===== src/rtl/mips_cpu_pkg.sv =====
// mips_cpu_pkg: opcodes and store-path state shared by the CPU memory units
package mips_cpu_pkg;
    localparam logic [5:0] OP_SB = 6'b101000;
    localparam logic [5:0] OP_SH = 6'b101001;
    localparam logic [5:0] OP_SW = 6'b101011;
    typedef enum logic [1:0] {ST_IDLE, ST_READ, ST_WRITE} store_state_e;
    // Expand a 4-bit lane enable into a 32-bit bit mask.
    function automatic logic [31:0] lane_mask(input logic [3:0] be);
        return {{8{be[3]}}, {8{be[2]}}, {8{be[1]}}, {8{be[0]}}};
    endfunction
endpackage


===== src/rtl/mips_cpu_store_format.sv =====
// mips_cpu_store_format: steers register bytes onto big-endian memory lanes
// Ports:
//   op_i       store opcode (instruction[31:26])
//   off_i      byte offset within the word (addr[1:0])
//   rt_i       store source register
//   data_o     lane-formatted write data, disabled lanes zero
//   be_o       per-lane byte enable
//   store_o    opcode is SB/SH/SW
//   misalign_o SH on odd address or SW not word aligned
module mips_cpu_store_format
    import mips_cpu_pkg::*;
(
    input  logic [5:0]  op_i,
    input  logic [1:0]  off_i,
    input  logic [31:0] rt_i,
    output logic [31:0] data_o,
    output logic [3:0]  be_o,
    output logic        store_o,
    output logic        misalign_o
);
    logic sb, sh, sw;
    logic [4:0] sh_amt;
    assign sb = op_i == OP_SB;
    assign sh = op_i == OP_SH;
    assign sw = op_i == OP_SW;
    assign sh_amt = {off_i, 3'b000};
    assign store_o = sb | sh | sw;
    assign misalign_o = (sh & off_i[0]) | (sw & |off_i);
    // Lane k holds the byte at address offset k, so the MSB of a halfword lands on the lower lane.
    assign data_o = sw ? {rt_i[7:0], rt_i[15:8], rt_i[23:16], rt_i[31:24]}
                  : sh ? {16'b0, rt_i[7:0], rt_i[15:8]} << sh_amt
                  : sb ? {24'b0, rt_i[7:0]} << sh_amt
                  : '0;
    assign be_o = sw ? 4'b1111 : sh ? 4'b0011 << off_i : sb ? 4'b0001 << off_i : 4'b0000;
endmodule


===== src/rtl/mips_cpu_store.sv =====
// mips_cpu_store: store path with alignment check and waitrequest write handshake
// Ports:
//   clk, reset            clock, asynchronous active-high reset
//   instr_valid           store request qualifier from execute
//   instruction, addr     opcode source (bits 31:26) and effective address
//   rt_data               store source register
//   busy, done, addr_err  stall request, commit pulse, misalignment pulse
//   mem_*                 data-memory bus (waitrequest style)
// Build option: MIPS_STORE_RMW_EN turns SB/SH into read-merge-write for memories without byte enables.
module mips_cpu_store
    import mips_cpu_pkg::*;
#(
    parameter int ADDR_W = 32
) (
    input  logic              clk,
    input  logic              reset,
    input  logic              instr_valid,
    input  logic [31:0]       instruction,
    input  logic [ADDR_W-1:0] addr,
    input  logic [31:0]       rt_data,
    output logic              busy,
    output logic              done,
    output logic              addr_err,
    output logic [ADDR_W-1:0] mem_address,
    output logic              mem_write,
    output logic              mem_read,
    output logic [3:0]        mem_byteenable,
    output logic [31:0]       mem_writedata,
    input  logic              mem_waitrequest,
    input  logic [31:0]       mem_readdata
);
    store_state_e      state_q;
    logic              busy_q, done_q, err_q, wr_q;
    logic [ADDR_W-1:0] addr_q;
    logic [31:0]       data_q, fdata;
    logic [3:0]        be_q, fbe;
    logic              fstore, fmis;
    logic [5:0]        op;
    assign op = instruction[31:26];
    mips_cpu_store_format u_fmt (
        .op_i(op), .off_i(addr[1:0]), .rt_i(rt_data),
        .data_o(fdata), .be_o(fbe), .store_o(fstore), .misalign_o(fmis)
    );
`ifdef MIPS_STORE_RMW_EN
    logic       rd_q, pend_q;
    logic [3:0] mask_q;
    logic       unused_ok;
    assign unused_ok = ^instruction[25:0];
    assign mem_read = rd_q;
`else
    logic unused_ok;
    assign unused_ok = ^{instruction[25:0], mem_readdata};
    assign mem_read = 1'b0;
`endif
    always_ff @(posedge clk or posedge reset) begin
        if (reset) begin
            state_q <= ST_IDLE;
            busy_q  <= 1'b0;
            done_q  <= 1'b0;
            err_q   <= 1'b0;
            wr_q    <= 1'b0;
            be_q    <= '0;
            addr_q  <= '0;
            data_q  <= '0;
`ifdef MIPS_STORE_RMW_EN
            rd_q    <= 1'b0;
            pend_q  <= 1'b0;
            mask_q  <= '0;
`endif
        end else begin
            done_q <= 1'b0;
            err_q  <= 1'b0;
            case (state_q)
                ST_IDLE: if (instr_valid && fstore) begin
                    if (fmis) begin
                        err_q <= 1'b1;
                    end else begin
                        addr_q <= {addr[ADDR_W-1:2], 2'b00};
                        data_q <= fdata;
                        busy_q <= 1'b1;
`ifdef MIPS_STORE_RMW_EN
                        mask_q <= fbe;
                        if (op != OP_SW) begin
                            state_q <= ST_READ;
                            rd_q    <= 1'b1;
                            pend_q  <= 1'b0;
                            be_q    <= 4'b1111;
                        end else begin
                            state_q <= ST_WRITE;
                            wr_q    <= 1'b1;
                            be_q    <= fbe;
                        end
`else
                        state_q <= ST_WRITE;
                        wr_q    <= 1'b1;
                        be_q    <= fbe;
`endif
                    end
                end
`ifdef MIPS_STORE_RMW_EN
                // Read data is returned the cycle after the read is accepted; merge it then.
                ST_READ: if (!pend_q) begin
                    if (!mem_waitrequest) begin
                        rd_q   <= 1'b0;
                        pend_q <= 1'b1;
                    end
                end else begin
                    data_q  <= (data_q & lane_mask(mask_q)) | (mem_readdata & ~lane_mask(mask_q));
                    pend_q  <= 1'b0;
                    wr_q    <= 1'b1;
                    be_q    <= 4'b1111;
                    state_q <= ST_WRITE;
                end
`endif
                ST_WRITE: if (!mem_waitrequest) begin
                    state_q <= ST_IDLE;
                    wr_q    <= 1'b0;
                    busy_q  <= 1'b0;
                    be_q    <= '0;
                    done_q  <= 1'b1;
                end
                default: state_q <= ST_IDLE;
            endcase
        end
    end
    assign busy           = busy_q;
    assign done           = done_q;
    assign addr_err       = err_q;
    assign mem_address    = addr_q;
    assign mem_write      = wr_q;
    assign mem_byteenable = be_q;
    assign mem_writedata  = data_q;
endmodule


===== config.mk =====
export PLATFORM = sky130hd
export DESIGN_NAME = mips_cpu_store
export DESIGN_NICKNAME = d
export VERILOG_FILES = /design/src/rtl/mips_cpu_pkg.sv /design/src/rtl/mips_cpu_store_format.sv /design/src/rtl/mips_cpu_store.sv
export SDC_FILE = /design/constraint.sdc
export NUM_CORES = 1
export LEC_CHECK = 0
export BUFFER_PORTS_ARGS = -buffer_cell sky130_fd_sc_hd__buf_2
export CAP_MARGIN = 15
export CORE_ASPECT_RATIO = 1.4
export CORE_MARGIN = 3
export CORE_UTILIZATION = 40
export CTS_CLUSTER_DIAMETER = 30
export DETAILED_ROUTE_END_ITERATION = 10
export PLACE_DENSITY = 0.75
export REMOVE_ABC_BUFFERS = 1
export SYNTH_ARGS = -nofsm -noshare
export SYNTH_HDL_FRONTEND = slang
export SYNTH_SLANG_ARGS = --single-unit
export TNS_END_PERCENT = 20

===== constraint.sdc =====
create_clock -name clk -period 2.22 [get_ports clk]
set_clock_uncertainty 0.05 [all_clocks]
set_input_delay 0.111 -clock clk [delete_from_list [all_inputs] [get_ports clk]]
set_output_delay 0.111 -clock clk [all_outputs]
set_load 0.005 [all_outputs]

==> results.sh <==
export IMPL_grt_usage_pct=20.9
export IMPL_yosys_warnings=0
export IMPL_antenna_found_initial=0
export IMPL_grt_pass1_wl_um=17100
export IMPL_final_hold_viol_count=0
export IMPL_cts_clk_slew_worst_paths_ns=0.05
export IMPL_syn_area_per_cell_um2=9.12
export IMPL_power_density_nw_per_um2=767
export IMPL_intPower_mw=2.96
export IMPL_power_total_mw=3.91
export IMPL_num_fill_cells=775
export IMPL_end_kind="flop"
export IMPL_fp_coreArea_um2=8710
export IMPL_grt_pass1_vias=3480
export IMPL_layoutNonFillerInstCount=675
export IMPL_worst_slack_ns=0.654
export IMPL_dieArea_um2=10200
export IMPL_synth_area_um2=3610
export IMPL_worst_pin_slew_ns=0.605
export IMPL_vias_per_cell=5.22
export IMPL_swShare_pct=24.4
export IMPL_final_core_util_pct=58.6
export IMPL_via_count=3521
export IMPL_tns_ns=0
export IMPL_ys_seq_area_share_pct=47.8
export IMPL_required_ns=2.37
export IMPL_setup_viol=0
export IMPL_synth_edf_count=0
export IMPL_ios=205
export IMPL_worstSetupStartpointType="flop"
export IMPL_max_freq_ghz=0.639
export IMPL_yosys_area_share_simple_pct=20.6
export IMPL_htree_levels=3
export IMPL_drtIter0Drc=136
export IMPL_r2r_cells=5
export IMPL_final_common_cell="buf_2"
export IMPL_rows=40
export IMPL_postRouteWirelength_um=10600
export IMPL_synth_cells=396
export IMPL_critical_path_class="reg -> reg"
export IMPL_ctsRootBufferMaster="clkbuf_16"
export IMPL_layout_common_cells="buf_2, nand2_1, dfrtp_1"
export IMPL_start_util_pct=41.5
export IMPL_synth_xor_area_share_pct=0
export IMPL_critical_path_max_fanout=34
export IMPL_synth_area_leaders="dfrtp_1, nand2_1, buf_2"
export IMPL_final_max_slew_viol_count=0
export IMPL_gp_congestion=0.831
export IMPL_yosysUniqueCellTypes=43
export IMPL_clk_latency_ns=0.32
export IMPL_p_clk_share_pct=41.4
export IMPL_holdCritPathClass="in -> reg"
export IMPL_cts_buffers=9
export IMPL_post_route_period_util_pct=70.5
export IMPL_dp_hpwl_um=7340
export IMPL_yosysTopAreaCell="dfrtp_1"
export IMPL_areaGrowthSynthToFinish_pct=41.3
export IMPL_fp_dieW_um=86.3
export IMPL_antenna_cells=0
export IMPL_placed_cells=622
export IMPL_ctsResizeCount=0
export IMPL_synthAdderAreaFrac_pct=1.39
export IMPL_arrival_ns=1.71
export IMPL_remaining_drc_errors=0
export IMPL_synth_top_area_share_pct=47.8
export IMPL_synth_top_flop_cell="dfrtp_1"
export IMPL_p_seq_share_pct=40.0
export IMPL_max_cap_violations=0
export IMPL_grt_max_degree=56
export IMPL_min_period_ns=1.57
export IMPL_nNetsFinal=701
export IMPL_drt_wirelength_per_cell_um=15.7
export IMPL_ys_async_sr_fraction_pct=100
export IMPL_clk_path_buf_depth=2
export IMPL_min_path_cells=3
export IMPL_synth_area_mux_share_pct=4.99
export IMPL_place_ws_ns=0.314
export IMPL_synth_top_family_by_area="simple AND/OR/NAND/NOR gates"
export IMPL_p_leak_nw=2.64
export IMPL_synth_compound_area_share_pct=18.8
export IMPL_peakVddDrop_mv=0.434
export IMPL_grt_ovfl_total=0
export IMPL_synth_ff_latch_count=69
export IMPL_drive_above_1_share_pct=34.2
export IMPL_power_switching_mw=0.954
export IMPL_drt_pass1_iterations=4
export IMPL_die_y_um=118
export IMPL_status="finished clean"
export IMPL_numPortBuffers=143
export IMPL_rsz0062_at_grt="false"
export IMPL_power_frac_comb_pct=18.6
export IMPL_ant_nets=0
export IMPL_max_slew_margin_rel_pct=59.6
export IMPL_clock_sinks=69
export IMPL_cts_tree="done"
[power groups by stage]
stage / Combinational [mW] / Clock, mW / Sequential [mW]
after floorplan: 0.262 / 0 / 1.60
after global placement: 0.660 / 0 / 1.57
after detailed placement: 0.678 / 0 / 1.58
after CTS: 0.731 / 1.67 / 1.56
after global routing: 0.808 / 1.72 / 1.59
final: 0.727 / 1.62 / 1.56
[critical path, cell delays in order (launching register included)]
cell	delay [ns]
dfrtp_1	0.42
inv_1	0.14
o2111ai_4	0.16
buf_4	0.28
a221oi_1	0.28
nor2_1	0.10
[final timing paths]
| check | startpoint | to | slack [ns] |
|---|---|---|---|
| max in group asynchronous | reset | mem_writedata[23] | 1.37 |
| worst max-delay path | mem_write | mem_writedata[11] | 0.65 |
| min in group asynchronous | reset | mem_address[8] | 0.39 |
| worst min-delay path | rt_data[24] | mem_writedata[0] | 0.02 |
| worst min register to register | mem_writedata[5] | mem_writedata[5] | 0.42 |
| worst max register to register | mem_write | mem_writedata[11] | 0.65 |
[area by class of cell]
class	count	area, µm²	share of cell area (%)
Inverter	6	22.5	0.442
Sequential cell	69	1730	33.9
Clock buffer	12	246	4.83
Clock inverter	4	95.1	1.86
Tap cell	105	131	2.58
Timing Repair Buffer	192	1200	23.6
Multi-Input combinational cell	287	1680	32.9
[routing by layer]
layer | track usage (%) | vias to the layer above | wire length, µm
li1 | - | 1718 | -
met1 | 24.6 | 1634 | 4190
met2 | 37.1 | 144 | 5500
met3 | 4.04 | 25 | 652
met4 | 7.60 | 0 | 247
met5 | 0 | - | 0
[Yosys cell counts, types with 2 or more instances]
cell / count
inv_1: 6
dfrtp_1: 69
clkbuf_1: 7
buf_4: 7
mux2_2: 8
nand2_1: 116
a21oi_1: 10
nand2b_1: 3
nor2b_1: 3
nor3_1: 2
o22a_1: 8
o21ai_2: 8
a31o_2: 2
o31ai_1: 2
buf_2: 18
a22o_1: 7
a2bb2oi_1: 8
ha_1: 4
o21ai_0: 7
a221oi_1: 7
nor2_1: 24
nand3_1: 18
buf_6: 3
mux2i_1: 9
a31oi_1: 8
a211oi_1: 2
a32oi_1: 7
a21o_1: 8
[registers in the layout, summed over array words and instances (netlist names)]
register and count:
mem_byteenable 4, addr_err 1, mem_writedata 32, mem_write 1
done 1, mem_address 30
[what timing repair did]
| item | in CTS | in global routing |
|---|---|---|
| hold endpoints to repair | 105 | 0 |
| hold buffers | 37 | 0 |
| endpoints found under the setup margin | 0 | 0 |
| buffers inserted | 0 | 0 |
[through the flow]
step / cell area, µm² / hold WS, ns
global route: 5100 / 0.0124
global placement: 4390 / 0.179
finish: 5100 / 0.0189
detailed placement: 4390 / 0.186
CTS: 5100 / 0.00471
floorplan: 3410 / 0.166
[cells by family after synthesis]
| kind of cell | count (synthesis) |
|---|---|
| compound gates | 88 |
| fa+ha+maj | 4 |
| buf+inv | 42 |
| flops | 69 |
| mux | 17 |
| other cells | 1 |
| simple gates | 175 |
(Power assumes the default switching activity.)
